$ cat src/rtl/adpll_tx_serializer.sv
// Transmit serializer for adpll_ctr: buffers packet bytes in a small FIFO, sends a
// preamble and then the bytes LSB-first on data_mod, one bit every SYM_CYCLES clocks.
module adpll_tx_serializer #(
   parameter int unsigned SYM_CYCLES     = 32,
   parameter int unsigned FIFO_DEPTH     = 4,
   parameter logic [7:0]  PREAMBLE       = 8'hAA,
   parameter int unsigned PREAMBLE_BYTES = 1
) (
   input  logic       clk,
   input  logic       rst,
   input  logic       en,
   input  logic [1:0] adpll_mode,
   input  logic       channel_lock,
   input  logic [7:0] tx_data,
   input  logic       tx_last,
   input  logic       tx_valid,
   output logic       tx_ready,
   output logic       data_mod,
   output logic       sym_strobe,
   output logic       tx_busy,
   output logic       underrun,
   output logic       tx_abort
);

   localparam int unsigned SC_W  = $clog2(SYM_CYCLES);
   localparam int unsigned PTR_W = $clog2(FIFO_DEPTH);
   localparam int unsigned CNT_W = PTR_W + 1;
   localparam int unsigned BIT_W = $clog2(8 * PREAMBLE_BYTES);

   localparam logic [1:0] ST_IDLE = 2'd0;
   localparam logic [1:0] ST_PRE  = 2'd1;
   localparam logic [1:0] ST_DATA = 2'd2;
   localparam logic [1:0] ST_TAIL = 2'd3;

   localparam logic [SC_W-1:0]  SYM_LAST  = SC_W'(SYM_CYCLES - 1);
   localparam logic [BIT_W-1:0] PRE_LAST  = BIT_W'(8 * PREAMBLE_BYTES - 1);
   localparam logic [CNT_W-1:0] FIFO_FULL = CNT_W'(FIFO_DEPTH);

   // FIFO storage and pointers
   logic [8:0]       r_mem [FIFO_DEPTH];
   logic [PTR_W-1:0] r_wr_ptr;
   logic [PTR_W-1:0] r_rd_ptr;
   logic [CNT_W-1:0] r_count;

   // Serializer state
   logic [1:0]       r_state;
   logic [SC_W-1:0]  r_sym_cnt;
   logic [BIT_W-1:0] r_bit_cnt;
   logic [6:0]       r_shreg;
   logic             r_cur_last;
   logic             r_data_mod;
   logic             r_strobe;
   logic             r_busy;
   logic             r_underrun;
   logic             r_abort;

   logic             w_go;
   logic             w_empty;
   logic             w_push;
   logic             w_pop;
   logic             w_flush;
   logic             w_fsm_flush;
   logic [8:0]       w_head;
   logic             w_wrap;
   logic [SC_W-1:0]  w_sym_inc;
   logic [BIT_W-1:0] w_bit_inc;

   logic [1:0]       w_state_nxt;
   logic [SC_W-1:0]  w_sym_cnt_nxt;
   logic [BIT_W-1:0] w_bit_cnt_nxt;
   logic [6:0]       w_shreg_nxt;
   logic             w_cur_last_nxt;
   logic             w_data_mod_nxt;
   logic             w_strobe_nxt;
   logic             w_underrun_nxt;
   logic             w_abort_nxt;

   assign w_go      = en & (adpll_mode == 2'd3) & channel_lock;
   assign w_empty   = (r_count == {CNT_W{1'b0}});
   assign tx_ready  = rst & en & (r_count < FIFO_FULL);
   assign w_push    = tx_valid & tx_ready;
   assign w_head    = r_mem[r_rd_ptr];
   assign w_flush   = ~en | w_fsm_flush;
   assign w_wrap    = (r_sym_cnt == SYM_LAST);
   assign w_sym_inc = w_wrap ? {SC_W{1'b0}} : (r_sym_cnt + SC_W'(1));
   assign w_bit_inc = r_bit_cnt + BIT_W'(1);

   assign data_mod   = r_data_mod;
   assign sym_strobe = r_strobe;
   assign tx_busy    = r_busy;
   assign underrun   = r_underrun;
   assign tx_abort   = r_abort;

   // Next-state logic: symbol timing, preamble/data bit selection, abort and underrun
   always_comb begin
      w_state_nxt    = r_state;
      w_sym_cnt_nxt  = w_sym_inc;
      w_bit_cnt_nxt  = r_bit_cnt;
      w_shreg_nxt    = r_shreg;
      w_cur_last_nxt = r_cur_last;
      w_data_mod_nxt = r_data_mod;
      w_strobe_nxt   = 1'b0;
      w_underrun_nxt = 1'b0;
      w_abort_nxt    = 1'b0;
      w_pop          = 1'b0;
      w_fsm_flush    = 1'b0;

      if ((r_state != ST_IDLE) && !w_go) begin
         // losing en, TX mode or lock kills the frame and drops any queued bytes
         w_state_nxt    = ST_IDLE;
         w_sym_cnt_nxt  = {SC_W{1'b0}};
         w_bit_cnt_nxt  = {BIT_W{1'b0}};
         w_data_mod_nxt = 1'b0;
         w_abort_nxt    = 1'b1;
         w_fsm_flush    = 1'b1;
      end else begin
         case (r_state)
            ST_IDLE: begin
               w_data_mod_nxt = 1'b0;
               w_sym_cnt_nxt  = {SC_W{1'b0}};
               if (w_go && !w_empty) begin
                  w_state_nxt    = ST_PRE;
                  w_bit_cnt_nxt  = {BIT_W{1'b0}};
                  w_data_mod_nxt = PREAMBLE[0];
                  w_strobe_nxt   = 1'b1;
               end else begin
                  w_state_nxt = ST_IDLE;
               end
            end
            ST_PRE: begin
               if (!w_wrap) begin
                  w_state_nxt = ST_PRE;
               end else if (r_bit_cnt != PRE_LAST) begin
                  w_bit_cnt_nxt  = w_bit_inc;
                  w_data_mod_nxt = PREAMBLE[w_bit_inc[2:0]];
                  w_strobe_nxt   = 1'b1;
               end else if (!w_empty) begin
                  w_pop          = 1'b1;
                  w_state_nxt    = ST_DATA;
                  w_bit_cnt_nxt  = {BIT_W{1'b0}};
                  w_shreg_nxt    = w_head[7:1];
                  w_cur_last_nxt = w_head[8];
                  w_data_mod_nxt = w_head[0];
                  w_strobe_nxt   = 1'b1;
               end else begin
                  w_state_nxt    = ST_TAIL;
                  w_data_mod_nxt = 1'b0;
                  w_underrun_nxt = 1'b1;
                  w_strobe_nxt   = 1'b1;
               end
            end
            ST_DATA: begin
               if (!w_wrap) begin
                  w_state_nxt = ST_DATA;
               end else if (r_bit_cnt[2:0] != 3'd7) begin
                  w_bit_cnt_nxt  = w_bit_inc;
                  w_data_mod_nxt = r_shreg[0];
                  w_shreg_nxt    = {1'b0, r_shreg[6:1]};
                  w_strobe_nxt   = 1'b1;
               end else if (r_cur_last) begin
                  w_state_nxt    = ST_TAIL;
                  w_data_mod_nxt = 1'b0;
                  w_strobe_nxt   = 1'b1;
               end else if (!w_empty) begin
                  // back-to-back bytes: next byte's bit 0 follows with no gap
                  w_pop          = 1'b1;
                  w_bit_cnt_nxt  = {BIT_W{1'b0}};
                  w_shreg_nxt    = w_head[7:1];
                  w_cur_last_nxt = w_head[8];
                  w_data_mod_nxt = w_head[0];
                  w_strobe_nxt   = 1'b1;
               end else begin
                  w_state_nxt    = ST_TAIL;
                  w_data_mod_nxt = 1'b0;
                  w_underrun_nxt = 1'b1;
                  w_strobe_nxt   = 1'b1;
               end
            end
            ST_TAIL: begin
               w_data_mod_nxt = 1'b0;
               if (w_wrap) begin
                  w_state_nxt = ST_IDLE;
               end else begin
                  w_state_nxt = ST_TAIL;
               end
            end
            default: begin
               w_state_nxt    = ST_IDLE;
               w_data_mod_nxt = 1'b0;
            end
         endcase
      end
   end

   // Serializer registers and registered status outputs
   always_ff @(posedge clk or negedge rst) begin
      if (!rst) begin
         r_state    <= ST_IDLE;
         r_sym_cnt  <= {SC_W{1'b0}};
         r_bit_cnt  <= {BIT_W{1'b0}};
         r_shreg    <= 7'd0;
         r_cur_last <= 1'b0;
         r_data_mod <= 1'b0;
         r_strobe   <= 1'b0;
         r_busy     <= 1'b0;
         r_underrun <= 1'b0;
         r_abort    <= 1'b0;
      end else begin
         r_state    <= w_state_nxt;
         r_sym_cnt  <= w_sym_cnt_nxt;
         r_bit_cnt  <= w_bit_cnt_nxt;
         r_shreg    <= w_shreg_nxt;
         r_cur_last <= w_cur_last_nxt;
         r_data_mod <= w_data_mod_nxt;
         r_strobe   <= w_strobe_nxt;
         r_busy     <= (w_state_nxt != ST_IDLE);
         r_underrun <= w_underrun_nxt;
         r_abort    <= w_abort_nxt;
      end
   end

   // Byte FIFO; a flush wins over a simultaneous push
   always_ff @(posedge clk or negedge rst) begin
      if (!rst) begin
         for (int i = 0; i < FIFO_DEPTH; i++) begin
            r_mem[i] <= 9'd0;
         end
         r_wr_ptr <= {PTR_W{1'b0}};
         r_rd_ptr <= {PTR_W{1'b0}};
         r_count  <= {CNT_W{1'b0}};
      end else if (w_flush) begin
         r_wr_ptr <= {PTR_W{1'b0}};
         r_rd_ptr <= {PTR_W{1'b0}};
         r_count  <= {CNT_W{1'b0}};
      end else begin
         if (w_push) begin
            r_mem[r_wr_ptr] <= {tx_last, tx_data};
            r_wr_ptr        <= r_wr_ptr + PTR_W'(1);
         end
         if (w_pop) begin
            r_rd_ptr <= r_rd_ptr + PTR_W'(1);
         end
         case ({w_push, w_pop})
            2'b10:   r_count <= r_count + CNT_W'(1);
            2'b01:   r_count <= r_count - CNT_W'(1);
            default: r_count <= r_count;
         endcase
      end
   end

endmodule

$ cat config.mk
export PLATFORM = sky130hd
export DESIGN_NAME = adpll_tx_serializer
export DESIGN_NICKNAME = d
export VERILOG_FILES = /design/src/rtl/adpll_tx_serializer.sv
export SDC_FILE = /design/constraint.sdc
export NUM_CORES = 1
export LEC_CHECK = 0
export BUFFER_PORTS_ARGS = -buffer_cell sky130_fd_sc_hd__buf_2
export CAP_MARGIN = 10
export CORE_ASPECT_RATIO = 1.4
export CORE_MARGIN = 2
export CORE_UTILIZATION = 40
export CTS_CLUSTER_SIZE = 8
export DETAILED_ROUTE_END_ITERATION = 12
export PLACE_DENSITY_LB_ADDON = 0.12
export SKIP_CTS_REPAIR_TIMING = 1
export SYNTH_ARGS = -nofsm -noshare
export SYNTH_HDL_FRONTEND = slang
export SYNTH_SLANG_ARGS = --single-unit
$ cat constraint.sdc
create_clock -name clk -period 2.2 [get_ports clk]
set_clock_uncertainty 0.1 [all_clocks]
set_input_delay 0.11 -clock clk [delete_from_list [all_inputs] [get_ports clk]]
set_output_delay 0.11 -clock clk [all_outputs]
set_load 0.01 [all_outputs]
==> impl_metrics.py, run 1 <==
metrics = {
    "run_status": {
        "run_status": "finished, final reports clean",
    },
    "route": {
        "postRouteAntennaNets": 0,
        "detail_route.iter0.violations": 109,
        "post_drt_via_cell_ratio": 5.21,
        "aggregate_routed_wire_length_mm": 6.70,
        "route.detailed.drc": 0,
        "wl_cell_um": 15.8,
        "vias": 2214,
        "drt-pass1-iter-count": 4,
    },
    "cts": {
        "clock_tree.root_cell": "clkbuf_16",
        "clock_sink_count": 66,
        "numCtsBuffers": 9,
        "clockBufferDepth": 2,
        "clk_transition_reported_paths_ps": 60,
        "cts_tree": "built",
        "worstSkewPairLatency_ps": 330,
        "ctsHtreeMaxLevel": 3,
    },
    "power": {
        "power.leakage_nw": 1.93,
        "powerDensity_nw_per_um2": 759,
        "ir_worst_vdd_mv": 0.438,
    },
    "hold_path": {
        "worst_hold_path_cell_count": 4,
        "min-delay-path-class": "in2reg",
        "timing.hold.worst_endpoint": "r_wr_ptr[1]",
        "timing.hold.worst.start": "tx_valid",
    },
    "sta": {
        "fin_tns_setup_ps": 0,
        "finalCritPeriodShare": 0.985,
        "max_slew_violation_count": 0,
        "report.final.hold_viol_count": 0,
        "setup_violations": 0,
        "rsz0062_at_grt": "true",
        "min_period_ps": 2170,
        "relSlewSlack": 0.428,
        "worst-slew-pin-transition_ps": 857,
        "fmax_mhz": 461,
    },
    "synth": {
        "syn_inst": 259,
        "seq_area_frac_synth": 0.502,
        "synth.top_cells.by_count": "dfrtp_1, mux2_2, nand2_1",
        "asyncSetResetFlopFracSynth": 1.00,
        "avgSynthCellArea_um2": 12.7,
        "ys_seq_elements": 66,
        "ys_dominant_reg_cell": "dfrtp_1",
        "post-synth-top-area-fraction": 0.502,
        "syn-num-nets": 289,
        "synth_largest_area_cell": "dfrtp_1",
        "synth_top_cells_by_area": "dfrtp_1, mux2_2, mux4_2",
        "syn-cell-area_um2": 3290,
        "yosys.cell_count.top_type": "dfrtp_1",
        "synth_enable_flop_cells": 0,
        "synthesis.yosys.warnings": 0,
        "synth_cell_types": 55,
    },
    "place": {
        "dp.final_hpwl_mm": 4.52,
        "placement.cell_area_um2": 3670,
        "placedCellCount": 393,
        "place.gp.congestion": 0.751,
        "portBuffers": 21,
    },
    "final_layout": {
        "area_growth_syn_to_layout_pct": 26.5,
        "fill_cells": 741,
        "post_route_cells_drive_above_1_share": 0.406,
        "layout.nets": 348,
        "layoutNonFillerInstCount": 425,
        "antenna-diode-count": 0,
        "area_taken_by_multi_input_logic_gates_um2": 1630,
        "layout.area.seq_um2": 1650,
        "layout.cell_area.non_filler_um2": 4160,
    },
    "floorplanning": {
        "row_count": 39,
        "core_um2": 8100,
        "die_y_um": 111,
        "dieArea_um2": 8980,
        "die-width_um": 80.7,
        "floorplan.io_pins": 22,
        "starting_density_of_the_core": 0.406,
    },
    "job": {
        "timing.max_cap.violations": 0,
    },
    "global_route": {
        "grt_pass1_vias": 2236,
        "grt_remaining_overflow": 0,
        "grt_pass1_wl_mm": 11.6,
        "grt_max_degree": 67,
        "grt_usage": 0.172,
        "grt_antenna_before_repair": 0,
    },
    "setup_path": {
        "worst_ep_arrival_time_ps": 2280,
        "critPathRequiredTime_ps": 2320,
        "crit_path_start_kind": "flop",
        "critPathMaxFanout": 3,
        "worst_r2r_endpoint": "r_count[1]",
        "worst_reg_to_reg_setup_slack_ps": 30,
        "r2r.worst_path.cells": 9,
        "timing.critical_path.to_type": "flop",
        "crit_type": "reg2reg",
        "critical_path.reg2reg.startpoint": "r_sym_cnt[0]",
    },
}
==> through the flow <==
| step | utilization | hold slack, ps | power [mW] | setup WS [ps] |
|---|---|---|---|---|
| 4_1_cts | 0.493 | -59.1 | 3.19 | 12.9 |
| 5_1_grt | 0.514 | 10.6 | 3.29 | -66.1 |
| 2_1_floorplan | - | -286 | 1.51 | -27.3 |
| 3_5_place_dp | 0.453 | 282 | 1.61 | 25.8 |
| 3_3_place_gp | 0.453 | 276 | 1.60 | 60.1 |
| 6_report | 0.514 | 9.80 | 3.16 | 32.8 |
==> how the worst max path moves through the flow <==
stage / start / end / depth (start not counted)
after floorplan: r_sym_cnt[0] / r_count[1] / 10
after global placement: r_sym_cnt[0] / r_count[1] / 9
after detailed placement: r_sym_cnt[0] / r_count[1] / 9
after CTS: r_sym_cnt[0] / r_count[1] / 9
after global routing: r_sym_cnt[0] / r_count[1] / 9
final: r_sym_cnt[0] / r_count[1] / 9
==> cell families (layout without fill, tap and decap cells) <==
logic type               count (synthesis)  count (layout)  synth area share
adder cells (fa/ha/maj)                 14              14            0.0555
multiplexers                            45              45             0.185
flip-flops                              66              66             0.502
XOR/XNOR                                 5               5            0.0133
buffers and inverters                   16              80            0.0213
AND/OR/NAND/NOR                         64              64             0.110
AO/OA/AOI/OAI                           49              49             0.114
==> metal layers <==
metal,share of wire,routed length [µm],vias up,global-route usage
li1,-,-,1077,-
met3,0.027,179,8,0.0405
met4,0.016,105,0,0.0746
met2,0.51,3400,26,0.276
met5,0,0,-,0
met1,0.45,3020,1103,0.221
==> critical path, cell delays in order (launching register included) <==
cell and delay (ps):
dfrtp_1 370, ha_2 190, and3_4 180, ha_4 170
nand2_8 60, nor3b_4 190, and3_4 220, fa_1 410
o21ai_1 80, a21oi_1 70
==> state kept, by name, summed over array words and instances (netlist names), 2 cells and up <==
name       count
r_bit_cnt      3
r_count        3
r_mem         36
r_rd_ptr       2
r_shreg        7
r_state        2
r_sym_cnt      5
r_wr_ptr       2
==> cells in the final DEF, fill, tap and decap left out, types with 2 or more instances in the layout <==
master          n
ha_2            3
ha_1            9
a2bb2oi_1       6
and3_4          2
clkbuf_16       9
a31oi_1         3
mux2_1          3
buf_4          25
nand2_2         4
a21oi_1         9
mux2_2         33
buf_2          21
o21ai_0         6
o22ai_1         6
bufinv_16       2
nor3_1          5
dfrtp_1        66
xnor2_1         2
mux4_2          9
nand3_1         4
nand4_1         3
dlygate4sd3_1  10
nand2b_1        2
nand2_1        15
clkinvlp_4      2
xor2_1          3
inv_1           6
o21ai_1         2
nor2_1         13
==> area by class of cell <==
type / count / area share
Clock buffer: 10 / 0.0574
Clock inverter: 6 / 0.0213
Inverter: 7 / 0.00631
Multi-Input combinational cell: 177 / 0.390
Sequential cell: 66 / 0.397
Tap cell: 102 / 0.0307
Timing Repair Buffer: 57 / 0.0971
==> report_power, final <==
part | total, mW | internal [mW] | switching [mW] | leakage (nW)
Combinational | 0.254 | 0.144 | 0.110 | 0.888
Sequential | 1.34 | 1.30 | 0.0439 | 0.892
Clock | 1.56 | 1.02 | 0.539 | 0.155
Total | 3.16 | 2.47 | 0.693 | 1.93
Power figures use the tool's default switching activity.
==> run 2: changes to the inputs <==
CTS_BUF_LIST = sky130_fd_sc_hd__clkbuf_4   (was not set)
==> run 2 against run 1 <==
Count of clock-buffer cells in the layout is 1 lower. Highest routed layer unchanged. Sequential power hardly changed. Setup slack better by 30 ps. Die area stayed put. Register-to-register slack better by 30 ps.
==> impl_metrics.py, run 2 (synthesis gave the netlist of run 1 again) <==
metrics = {
    "global_route": {
        "grt_antenna_before_repair": 0,
        "grt_pass1_vias": 2211,
        "grt_pass1_wl_mm": 11.6,
        "grt_max_degree": 67,
        "grt_usage": 0.171,
        "grt_remaining_overflow": 0,
    },
    "final_layout": {
        "final_cell_mix": "dfrtp_1, mux2_2, buf_4, buf_2, nand2_1",
        "layout.cell_area.non_filler_um2": 4030,
        "post-route-util": 0.497,
        "layout.nets": 352,
        "regMostFlops": "r_mem",
        "largest_regs": "r_mem x36, r_shreg x7, r_sym_cnt x5",
        "post_route_cells_drive_above_1_share": 0.398,
        "largest_register_ffs": 36,
        "layout.cells.most_common": "dfrtp_1",
        "fill_cells": 758,
        "area_growth_syn_to_layout_pct": 22.4,
        "antenna-diode-count": 0,
    },
    "floorplanning": {
        "starting_density_of_the_core": 0.406,
        "die-width_um": 80.7,
        "dieArea_um2": 8980,
        "die_y_um": 111,
        "core_um2": 8100,
        "row_count": 39,
        "floorplan.io_pins": 22,
    },
    "setup_path": {
        "crit_path_start_kind": "flop",
        "critical_path.reg2reg.startpoint": "r_sym_cnt[0]",
        "worst_ep_arrival_time_ps": 2360,
        "worst_reg_to_reg_setup_slack_ps": 60,
        "critPathMaxFanout": 3,
        "crit_path_end": "r_count[1]",
        "critPathRequiredTime_ps": 2430,
        "crit_type": "reg2reg",
        "r2r.worst_path.cells": 9,
        "worst_r2r_endpoint": "r_count[1]",
        "timing.critical_path.to_type": "flop",
        "crit_start": "r_sym_cnt[0]",
    },
    "route": {
        "detail_route.wirelength.met1_mm": 3.03,
        "postRouteAntennaNets": 0,
        "aggregate_routed_wire_length_mm": 6.70,
        "route.met3.wl_um": 159,
        "route.detailed.drc": 0,
        "drt-pass1-iter-count": 4,
        "post_drt_via_cell_ratio": 5.20,
        "vias": 2230,
        "top_signal_layer_used": "met4",
        "wl_cell_um": 15.6,
        "detail_route.iter0.violations": 79,
        "wl_met2_mm": 3.33,
    },
    "place": {
        "placement.cell_area_um2": 3670,
        "dp.final_hpwl_mm": 4.52,
        "portBuffers": 21,
        "place.gp.congestion": 0.751,
    },
    "sta": {
        "finalCritPeriodShare": 0.971,
        "relSlewSlack": 0.428,
        "fmax_mhz": 468,
        "min_period_ps": 2140,
        "worst-slew-pin-transition_ps": 859,
        "max_slew_violation_count": 0,
        "report.final.hold_viol_count": 0,
        "setup_violations": 0,
    },
    "cts": {
        "ctsHtreeMaxLevel": 3,
        "clockBufferDepth": 2,
        "numCtsBuffers": 9,
        "worstSkewPairLatency_ps": 430,
        "clk_transition_reported_paths_ps": 120,
        "clock_sink_count": 66,
        "clock_tree.root_cell": "clkbuf_4",
        "cts_tree": "built",
    },
    "run_status": {
        "run_status": "finished, final reports clean",
    },
    "hold_path": {
        "worst_hold_path_cell_count": 3,
        "timing.hold.worst.start": "adpll_mode[0]",
        "min-delay-path-class": "in2reg",
    },
    "job": {
        "timing.max_cap.violations": 0,
    },
    "power": {
        "ir_worst_vdd_mv": 0.390,
        "powerDensity_nw_per_um2": 629,
        "power.leakage_nw": 1.88,
    },
}
[run 2: metrics by stage]
step	hold slack [ps]	worst slack, ps	power, mW	setup TNS [ps]	cells
detailed placement	282	25.8	1.61	0	393
CTS	-196	22.7	2.55	0	409
floorplan	-286	-27.3	1.51	-27.3	259
global placement	276	60.1	1.60	0	393
global route	9.03	-14.9	2.66	-27.7	429
finish	14.5	63.2	2.54	0	429
[run 2: layout make-up]
cell class                      instances  area (µm²)  area share
Sequential cell                        66        1650       0.410
Multi-Input combinational cell        177        1620       0.402
Timing Repair Buffer                   61         444       0.110
Tap cell                              102         128      0.0317
Clock inverter                          7        92.6      0.0230
Clock buffer                            9        67.6      0.0168
Inverter                                7        26.3     0.00652
[run 2: per-layer routing]
| layer | global-route usage | vias up |
|---|---|---|
| li1 | - | 1089 |
| met2 | 0.266 | 30 |
| met3 | 0.0308 | 12 |
| met5 | 0 | - |
| met1 | 0.224 | 1099 |
| met4 | 0.0927 | 0 |
[run 2: worst min path at each step]
stage	to	slack, ps
after floorplan	data_mod	-290
after global placement	r_mem[7]	280
after detailed placement	r_mem[7]	280
after CTS	tx_abort	-200
after global routing	tx_abort	9
final	tx_abort	10
[run 2: report_power, final]
| group | switching, mW | internal [mW] |
|---|---|---|
| Sequential | 0.0438 | 1.29 |
| Combinational | 0.109 | 0.148 |
| Clock | 0.480 | 0.458 |
| Total | 0.634 | 1.90 |
[run 2: worst max-delay path: stages (launching register included)]
cell     delay (ps)
dfrtp_1         400
ha_2            190
and3_4          180
ha_4            150
nand2_4          70
nor3b_4         180
and3_4          210
fa_2            420
o21ai_1          80
a21oi_1          70
